$ cat src/rtl/burst_search_ctrl.sv
// burst_search_ctrl
// Sequencer between the burst peak finder and the host packetizer. A search
// window is armed over the settings bus; every flagged peak-finder result is
// turned into a two-word report packet {phase,offset} then {sample index}.
// A holdoff after each report, a burst-count limit and a window length bound
// the search, after which a one-cycle done pulse is raised.
//
// Stream handshakes: a transfer happens on a rising clock edge where valid
// and ready are both high. The producer holds data/last stable while valid is
// high and ready is low, and never drops valid before the transfer completes.
module burst_search_ctrl #(
    parameter logic [7:0]  SR_BASE     = 8'd0,
    parameter int unsigned HOLDOFF_RST = 64
) (
    input  logic        clk,
    input  logic        reset_n,
    input  logic        clear,
    input  logic        set_stb,
    input  logic [7:0]  set_addr,
    input  logic [31:0] set_data,
    input  logic [31:0] i_tdata,
    input  logic        i_tlast,
    input  logic        i_tvalid,
    output logic        i_tready,
    output logic [31:0] o_tdata,
    output logic        o_tlast,
    output logic        o_tvalid,
    input  logic        o_tready,
    output logic        armed,
    output logic        done,
    output logic [7:0]  burst_count
);

    typedef enum logic [2:0] {
        S_IDLE    = 3'd0,
        S_SEARCH  = 3'd1,
        S_HOLDOFF = 3'd2,
        S_RPT0    = 3'd3,
        S_RPT1    = 3'd4,
        S_DONE    = 3'd5
    } state_t;

    localparam logic [15:0] HOLDOFF_INIT = 16'(HOLDOFF_RST);

    // Configuration registers
    logic [31:0] window_q, window_d;
    logic [7:0]  max_bursts_q, max_bursts_d;
    logic [15:0] holdoff_q, holdoff_d;

    // One-shot control strobes decoded from the settings bus
    logic        arm_stb;
    logic        abort_stb;

    // Sequencer state
    state_t      state_q, state_d;
    logic [31:0] sample_cnt_q, sample_cnt_d;
    logic [15:0] hold_cnt_q, hold_cnt_d;
    logic [7:0]  burst_cnt_q, burst_cnt_d;
    logic [31:0] lat_data_q, lat_data_d;
    logic [31:0] lat_cnt_q, lat_cnt_d;
    logic        win_end_q, win_end_d;
    logic        abort_pend_q, abort_pend_d;

    // Helpers
    logic        beat;
    logic        counting;
    logic        at_win_end;
    logic [7:0]  burst_inc;

    // Input is refused only while a report packet is being emitted
    always_comb begin
        i_tready = 1'b1;
        if (state_q == S_RPT0 || state_q == S_RPT1) begin
            i_tready = 1'b0;
        end
    end

    // Beat qualification and window-end detection for the current beat
    always_comb begin
        beat       = i_tvalid & i_tready;
        counting   = (state_q == S_SEARCH) || (state_q == S_HOLDOFF);
        at_win_end = (window_q != 32'd0) && ((sample_cnt_q + 32'd1) == window_q);
        burst_inc  = burst_cnt_q + 8'd1;
    end

    // Settings-bus decode: stored config plus self-clearing arm/abort strobes
    always_comb begin
        window_d     = window_q;
        max_bursts_d = max_bursts_q;
        holdoff_d    = holdoff_q;
        arm_stb      = 1'b0;
        abort_stb    = 1'b0;
        if (set_stb) begin
            if (set_addr == SR_BASE) begin
                window_d = set_data;
            end
            if (set_addr == SR_BASE + 8'd1) begin
                max_bursts_d = set_data[7:0];
                holdoff_d    = set_data[31:16];
            end
            if (set_addr == SR_BASE + 8'd2) begin
                arm_stb   = set_data[0];
                abort_stb = set_data[1];
            end
        end
    end

    // Next-state logic: search, holdoff, report emission and completion
    always_comb begin
        state_d      = state_q;
        sample_cnt_d = sample_cnt_q;
        hold_cnt_d   = hold_cnt_q;
        burst_cnt_d  = burst_cnt_q;
        lat_data_d   = lat_data_q;
        lat_cnt_d    = lat_cnt_q;
        win_end_d    = win_end_q;
        abort_pend_d = abort_pend_q;

        // Beats are counted only while searching or holding off; the count
        // saturates rather than wrapping so a full-range window still ends.
        if (beat && counting && (sample_cnt_q != 32'hFFFF_FFFF)) begin
            sample_cnt_d = sample_cnt_q + 32'd1;
        end

        case (state_q)
            S_IDLE: begin
                if (arm_stb) begin
                    state_d      = S_SEARCH;
                    sample_cnt_d = 32'd0;
                    burst_cnt_d  = 8'd0;
                    win_end_d    = 1'b0;
                    abort_pend_d = 1'b0;
                end
            end

            S_SEARCH: begin
                if (abort_stb) begin
                    state_d = S_IDLE;
                end else if (beat) begin
                    if (i_tlast) begin
                        // A found flag on the window's last beat still gets
                        // reported; win_end finishes the search afterwards.
                        lat_data_d = i_tdata;
                        lat_cnt_d  = sample_cnt_q;
                        win_end_d  = at_win_end;
                        state_d    = S_RPT0;
                    end else if (at_win_end) begin
                        state_d = S_DONE;
                    end
                end
            end

            S_HOLDOFF: begin
                if (abort_stb) begin
                    state_d = S_IDLE;
                end else if (beat) begin
                    if (at_win_end) begin
                        state_d = S_DONE;
                    end else begin
                        hold_cnt_d = hold_cnt_q - 16'd1;
                        if (hold_cnt_q <= 16'd1) begin
                            state_d = S_SEARCH;
                        end
                    end
                end
            end

            S_RPT0: begin
                if (abort_stb) begin
                    abort_pend_d = 1'b1;
                end
                if (o_tready) begin
                    state_d = S_RPT1;
                end
            end

            S_RPT1: begin
                if (abort_stb) begin
                    abort_pend_d = 1'b1;
                end
                if (o_tready) begin
                    burst_cnt_d  = burst_inc;
                    win_end_d    = 1'b0;
                    abort_pend_d = 1'b0;
                    if (abort_pend_q || abort_stb) begin
                        state_d = S_IDLE;
                    end else if (win_end_q ||
                                 ((max_bursts_q != 8'd0) && (burst_inc == max_bursts_q))) begin
                        state_d = S_DONE;
                    end else if (holdoff_q != 16'd0) begin
                        hold_cnt_d = holdoff_q;
                        state_d    = S_HOLDOFF;
                    end else begin
                        state_d = S_SEARCH;
                    end
                end
            end

            S_DONE: begin
                state_d = S_IDLE;
            end

            default: begin
                state_d = S_IDLE;
            end
        endcase

        // clear drops everything back to idle but keeps the configuration
        if (clear) begin
            state_d      = S_IDLE;
            sample_cnt_d = 32'd0;
            hold_cnt_d   = 16'd0;
            burst_cnt_d  = 8'd0;
            win_end_d    = 1'b0;
            abort_pend_d = 1'b0;
        end
    end

    // Report stream and status outputs, decoded from the registered state
    always_comb begin
        o_tvalid = 1'b0;
        o_tlast  = 1'b0;
        o_tdata  = 32'd0;
        case (state_q)
            S_RPT0: begin
                o_tvalid = 1'b1;
                o_tdata  = lat_data_q;
            end
            S_RPT1: begin
                o_tvalid = 1'b1;
                o_tlast  = 1'b1;
                o_tdata  = lat_cnt_q;
            end
            default: begin
                o_tvalid = 1'b0;
            end
        endcase
        armed       = (state_q != S_IDLE);
        done        = (state_q == S_DONE);
        burst_count = burst_cnt_q;
    end

    // State and configuration registers with synchronous active-low reset
    always_ff @(posedge clk) begin
        if (!reset_n) begin
            window_q     <= 32'd0;
            max_bursts_q <= 8'd0;
            holdoff_q    <= HOLDOFF_INIT;
            state_q      <= S_IDLE;
            sample_cnt_q <= 32'd0;
            hold_cnt_q   <= 16'd0;
            burst_cnt_q  <= 8'd0;
            lat_data_q   <= 32'd0;
            lat_cnt_q    <= 32'd0;
            win_end_q    <= 1'b0;
            abort_pend_q <= 1'b0;
        end else begin
            window_q     <= window_d;
            max_bursts_q <= max_bursts_d;
            holdoff_q    <= holdoff_d;
            state_q      <= state_d;
            sample_cnt_q <= sample_cnt_d;
            hold_cnt_q   <= hold_cnt_d;
            burst_cnt_q  <= burst_cnt_d;
            lat_data_q   <= lat_data_d;
            lat_cnt_q    <= lat_cnt_d;
            win_end_q    <= win_end_d;
            abort_pend_q <= abort_pend_d;
        end
    end

endmodule

$ cat config.mk
export PLATFORM = sky130hd
export DESIGN_NAME = burst_search_ctrl
export DESIGN_NICKNAME = d
export VERILOG_FILES = /design/src/rtl/burst_search_ctrl.sv
export SDC_FILE = /design/constraint.sdc
export NUM_CORES = 1
export LEC_CHECK = 0
export CAP_MARGIN = 20
export CORE_MARGIN = 2
export CORE_UTILIZATION = 25
export CTS_CLUSTER_DIAMETER = 100
export CTS_CLUSTER_SIZE = 40
export DETAILED_ROUTE_END_ITERATION = 16
export PLACE_DENSITY = 0.51
export RECOVER_POWER = 25
export SLEW_MARGIN = 20
export SYNTH_ARGS = -nofsm -noshare
export SYNTH_HDL_FRONTEND = slang
export SYNTH_SLANG_ARGS = --single-unit
$ cat constraint.sdc
create_clock -name clk -period 5.76 [get_ports clk]
set_input_delay 1.728 -clock clk [delete_from_list [all_inputs] [get_ports clk]]
set_output_delay 1.728 -clock clk [all_outputs]
set_load 0.02 [all_outputs]
; Yosys cells after proc, flatten, opt, wreduce, memory -nomap -nowiden
; Cells that the tools add are included.
[word_totals]
inputBits = 79
word_cells = 118
output_inout_bits = 45
ff_bits = 181
[classes]
bitwise = 3
magnitude_cmp = 1
n_reduce_logical = 28
n_eq_ne = 26
add_sub_neg = 3
muxes = 46
[ops]
columns = op, count
row1 = 16-bit 2-to-1 mux, 7
row2 = 32-bit 2-to-1 mux, 3
row3 = 32-bit one-hot mux with 2 select lines, 1
row4 = 3-bit 2-to-1 mux, 13
row5 = 32-bit by 1-bit adder with 32-bit output (second input constant), 1
row6 = 32-bit == test, 1
row7 = 32-bit inequality test (second input constant), 1
row8 = 16-bit one-hot mux with 2 select lines, 1
row9 = 32-bit nonzero test, 1
row10 = 2-bit inequality test (second input constant), 11
row11 = 16-bit by 1-bit less-or-equal comparator with 1-bit output (second input constant), 1
row12 = 8-bit 2-to-1 mux, 2
row13 = 8-bit one-hot mux with 2 select lines, 1
row14 = 16-bit nonzero test, 1
row15 = 16-bit by 1-bit subtractor with 16-bit output (second input constant), 1
row16 = 3-bit one-hot mux with 5 select lines, 1
row17 = 1-bit 2-to-1 mux, 14
row18 = 3-bit nonzero test, 3
row19 = 8-bit by 1-bit adder with 8-bit output (second input constant), 1
row20 = 8-bit by 1-bit == test with 1-bit output (second input constant), 1
row21 = 8-bit by 2-bit == test with 1-bit output (second input constant), 1
row22 = 8-bit == test, 1
row23 = 8-bit zero test, 1
row24 = 8-bit AND reduction, 1
row25 = 22 further kinds, 37

; Logic depth before layout (Yosys ltp)
[logic_depth]
word_depth = 9
ltp_mapped = 13
depth_no_buf = 10

; Least setup slack after synthesis
; OpenSTA, ideal clock, no wires.
[synth_timing]
path_type = input to register
startpoint = input set_addr[4]
endpoint = register hold_cnt_q[8]
setup_ns = 0.083
arrival_ns = 4.127
path_buffers = 3
t_required_ns = 5.677
setup_slack_ns = 1.550
cell_stages = 11
path_cell_list = or4b_2 > nor3_1 > and3_1 > clkbuf_1 > nor2_1 > nand2_1 > or2_2 > clkbuf_1 > clkbuf_1 > o2111ai_1 > o31ai_4
[synth_via]
elab_chain_cells = 6
elab_cells_between_ends = 7
cone_classes = 3 x eq/ne / 2 x mux / 2 x reduce/logical
[synth_rtl]
columns = element, line
row1 = "start, declared", 19  ; input logic [7:0] set_addr,
row2 = 8-bit by 2-bit == test with 1-bit output *, 101  ; if (set_addr == SR_BASE + 8'd2) begin
row3 = 1-bit 2-to-1 mux *, 101
row4 = 1-bit 2-to-1 mux *, 93  ; if (set_stb) begin
row5 = 1-bit logical OR, 185  ; if (abort_pend_q || abort_stb) begin
row6 = 2-bit inequality test (no line), --
row7 = 8-bit AND reduction (no line) *, --
row8 = "end signal, assigned", 263  ; hold_cnt_q <= hold_cnt_d;
row9 = "end, declared", 57  ; logic [15:0] hold_cnt_q, hold_cnt_d;
; Mark *: on every way between the ends. The rest lies on a longest branch, timed or not.
; A chain may end at the register's enable or synchronous reset.

; Final worst setup path
[layout_timing]
startpoint = register state_q[2]
endpoint = output o_tvalid
[layout_via]
elab_chain_cells = 3
elab_cells_between_ends = 4
cone_classes = 2 x eq/ne / 1 x mux / 1 x reduce/logical
[layout_rtl]
columns = element, line
row1 = "start, declared", 55  ; state_t state_q, state_d;
row2 = "start signal, assigned", 261  ; state_q <= state_d;
row3 = 3-bit by 2-bit == test with 1-bit output / 3-bit == test (equally long branches), 224  ; case (state_q)
row4 = 2-bit OR reduction (no line) *, --
row5 = 1-bit 2-to-1 mux *, 224
row6 = "end, declared", 27  ; output logic o_tvalid,
; Marks and branches as above.

==> metrics.md <==
| Metric | Value |
|---|---|
| Clock sinks | 181 |
| DR pass1 iterations | 5 |
| Seq/Total Area, Yosys | 0.384 |
| Initial antenna violation count | 1 |
| Sequential cell area | roughly 3600 µm² |
| CTS tree | done |
| Worst-path clk slew | 70 ps |
| Drt drc | 0 |
| Root Buffer | clkbuf_16 |
| Hold_sp | lat_data_q[3] |
| Maximum VDD drop | roughly 0.13 mV |
| Skew-Pair Late Insertion Delay | ~440 ps |
| Layout Cells excl Fill | 1777 |
| Worst Path Required | between 4000 and 5000 ps |
| Row count | slightly above 70 |
| Count leader, synth | nand2_1 |
| Total CTS buffers | 17 |
| Reg-to-Reg End | hold_cnt_q[1] |
| Synth Area in Simple Gates | 0.258 |
| Area grow syn2layout | 23.7% |
| Final hold violations | 0 |
| Critical Path Start | state_q[2] |
| Io pins | about 120 |
| Synth Area in Compound Gates | 0.217 |
| Slew headroom | 0.362 |
| Final setup fails | 0 |
| Fin Setup TNS | 0 ps |
| CP max FO | 35 |
| Hold path endpoint | lat_data_q[3] |
| GRT Total Usage | 0.150 |
| Post-synth cell types | 67 |
| RSZ-0062 raised after global routing | false |
| Gr ovfl total | 0 |
| Hold_ws | between 400 and 500 ps |
| Final HPWL DP | 20900 µm |
| Post-Synth XOR/XNOR Area | 0.0853 |
| Final nets | about 1300 |
| Max Clock Skew | ~16 ps |
| GP Congestion | around 0.85 |
| Largest area contributor in the netlist | dfxtp_1 |
| Nature of the critical path startpoint | flip-flop |
| Core area | roughly 37000 µm² |
| Port bufs | 123 |
| Die X | just under 200 µm |
| Max Fclk | 195 MHz |
| Area after DPL | ~11000 µm² |
| Top_reg_cell synth | dfxtp_1 |
| Setup bufs post-CTS | 0 |
| Avg Cell Area, Syn | roughly 7.9 µm² |
| Starting density of the core | 0.252 |
| Slew Limit Fails | 0 |
| Hold path depth | 2 |
| Worst endpoint data arrival time | 3410 ps |
| Share of layout cells above drive strength 1 | 0.0585 |
| Post-Syn Instances | roughly 1200 |
| R2R Setup Slk | 1540 ps |
| Die Area | approximately 39000 µm² |
| Largest family of logic cells by synthesized area | simple AND/OR/NAND/NOR gates |
| Setup Slack @ Placement | approximately 740 ps |
| PwrDens | 218 nW/µm² |
| Syn_nets | between 1000 and 1500 |
| Pleak | roughly 3.8 nW |
| Reg2Reg Depth | 10 |
| DR vias/cell | just under 5 |
| Measured slew at the worst slew-check pin | 958 ps |
| Yosys warns | 0 |
| EDFF count, synth | 0 |
| Final core utilization | 0.312 |
| Post-route setup slack | ~620 ps |
| Crit path kind | reg2out |
| Commonest cells post-synth | 288 x nand2_1, 181 x dfxtp_1, 120 x a21boi_0, 75 x clkbuf_1, 72 x nor2_1 |
| Total routed wirelength | around 29000 µm |
| Setup crit end kind | primary output |
| Period utilisation layout | 0.892 |
| Top cells by area, synth | dfxtp_1 38%, nand2_1 11%, a21boi_0 9.5%, xnor2_1 5.0%, xor2_1 3.5% |
| FF+latch count, synth | approximately 180 |
| Routed Antenna Nets | 0 |
| Hold Path Class | reg2reg |
| Post-Layout Inst Area | around 12000 µm² |
| Outcome | completed |
| First-pass GRT wire length | about 46000 µm |
| Multiplexer area fraction after synthesis | 0.00649 |
| Vias in the first global route | ~8000 |
| Die height | just under 200 µm |
| Number of DRC markers in iteration 0 | around 700 |
| Total Power | approximately 2.5 mW |
| Clk buf depth | 2 |
| Period minus WS final | ~5000 ps |
| FILL cells | 4018 |
| Drt wl/cell | about 17 µm |
| Dpl cells | ~1700 |
| Critical R2R Launch | sample_cnt_q[0] |
| MaxCap Viol Count | 0 |
| Combined area of the multi-input logic cells | 5420 µm² |
| Synth Area in Adders | 0.00530 |
| CTS resizes | 0 |
| Ys async rst share | 0 |
| Hold_buf cts | 0 |
| Yosys top cell area share | 0.384 |
| H-tree depth | 4 |
| Largest net degree at the start of global routing | around 120 |
| Mapped Area | about 9400 µm² |
| Via Count | roughly 8600 |
-- critical path: stages (launching register included) --
cell	delay, ps
dfxtp_1	540
nor2b_1	270
nand2b_1	440
inv_2	710
nor2_1	220
inv_1	170
clkdlybuf4s50_1	620
-- power breakdown --
group | switching [mW] | internal [mW]
Clock | 0.526 | 0.660
Sequential | 0.000640 | 1.25
Combinational | 0.0452 | 0.0631
-- kinds of logic (layout without fill, tap and decap cells) --
kind of cell / count (synthesis) / in the layout
buf+inv: 104 / 180
mux: 6 / 6
simple gates: 532 / 532
compound gates: 270 / 270
fa+ha+maj: 4 / 4
xor+xnor: 92 / 92
other cells: 0 / 1
flops: 181 / 181
-- worst max path at each step --
stage | to | cells past startpoint
floorplan | hold_cnt_q[8] | 11
global placement | hold_cnt_q[1] | 9
detailed placement | hold_cnt_q[1] | 9
CTS | o_tvalid | 6
global route | o_tvalid | 6
finish | o_tvalid | 6
-- placed cells by master, fill, tap and decap left out, types with 4 or more instances in the layout --
cell / count
xor2_1: 38
xnor2_1: 54
o31ai_1: 9
mux2i_1: 5
nor3b_1: 7
buf_4: 12
dfxtp_1: 181
nand3_1: 29
nand4_1: 18
a21boi_0: 120
clkbuf_16: 17
a31oi_1: 4
clkdlybuf4s50_1: 111
a21oi_1: 36
nand2_1: 288
or3_1: 16
inv_1: 9
or2_2: 5
o2111ai_1: 16
nor4_1: 24
and3_1: 8
o31ai_2: 8
a211oi_1: 4
dlygate4sd3_1: 11
o21ai_0: 16
o211ai_1: 4
nor3_1: 30
nor2_1: 72
nand2b_1: 8
nor2b_1: 4
a22o_1: 32
ha_1: 4
-- routing by layer --
| layer | wire length, µm | track usage |
|---|---|---|
| met4 | 653 | 0.0507 |
| met1 | 14400 | 0.211 |
| met2 | 12800 | 0.230 |
| met5 | 0 | 0 |
| met3 | 1560 | 0.0269 |
-- state kept, by name, summed over array words and instances, names as in the netlist --
signal        cells
state_q           3
window_q         32
sample_cnt_q     32
lat_cnt_q        32
hold_cnt_q       16
max_bursts_q      8
abort_pend_q      1
lat_data_q       32
holdoff_q        16
burst_count       8
win_end_q         1
-- area by class of cell --
type	instances	share of cell area
clock buffers	20	0.0383
multi-input cells	904	0.464
inverters	10	0.00322
flip-flops and latches	181	0.310
diodes	1	0.000214
clock inverters	12	0.0123
well taps	511	0.0548
repair buffers	138	0.116
Note: power is estimated with default switching activity, not from simulation.
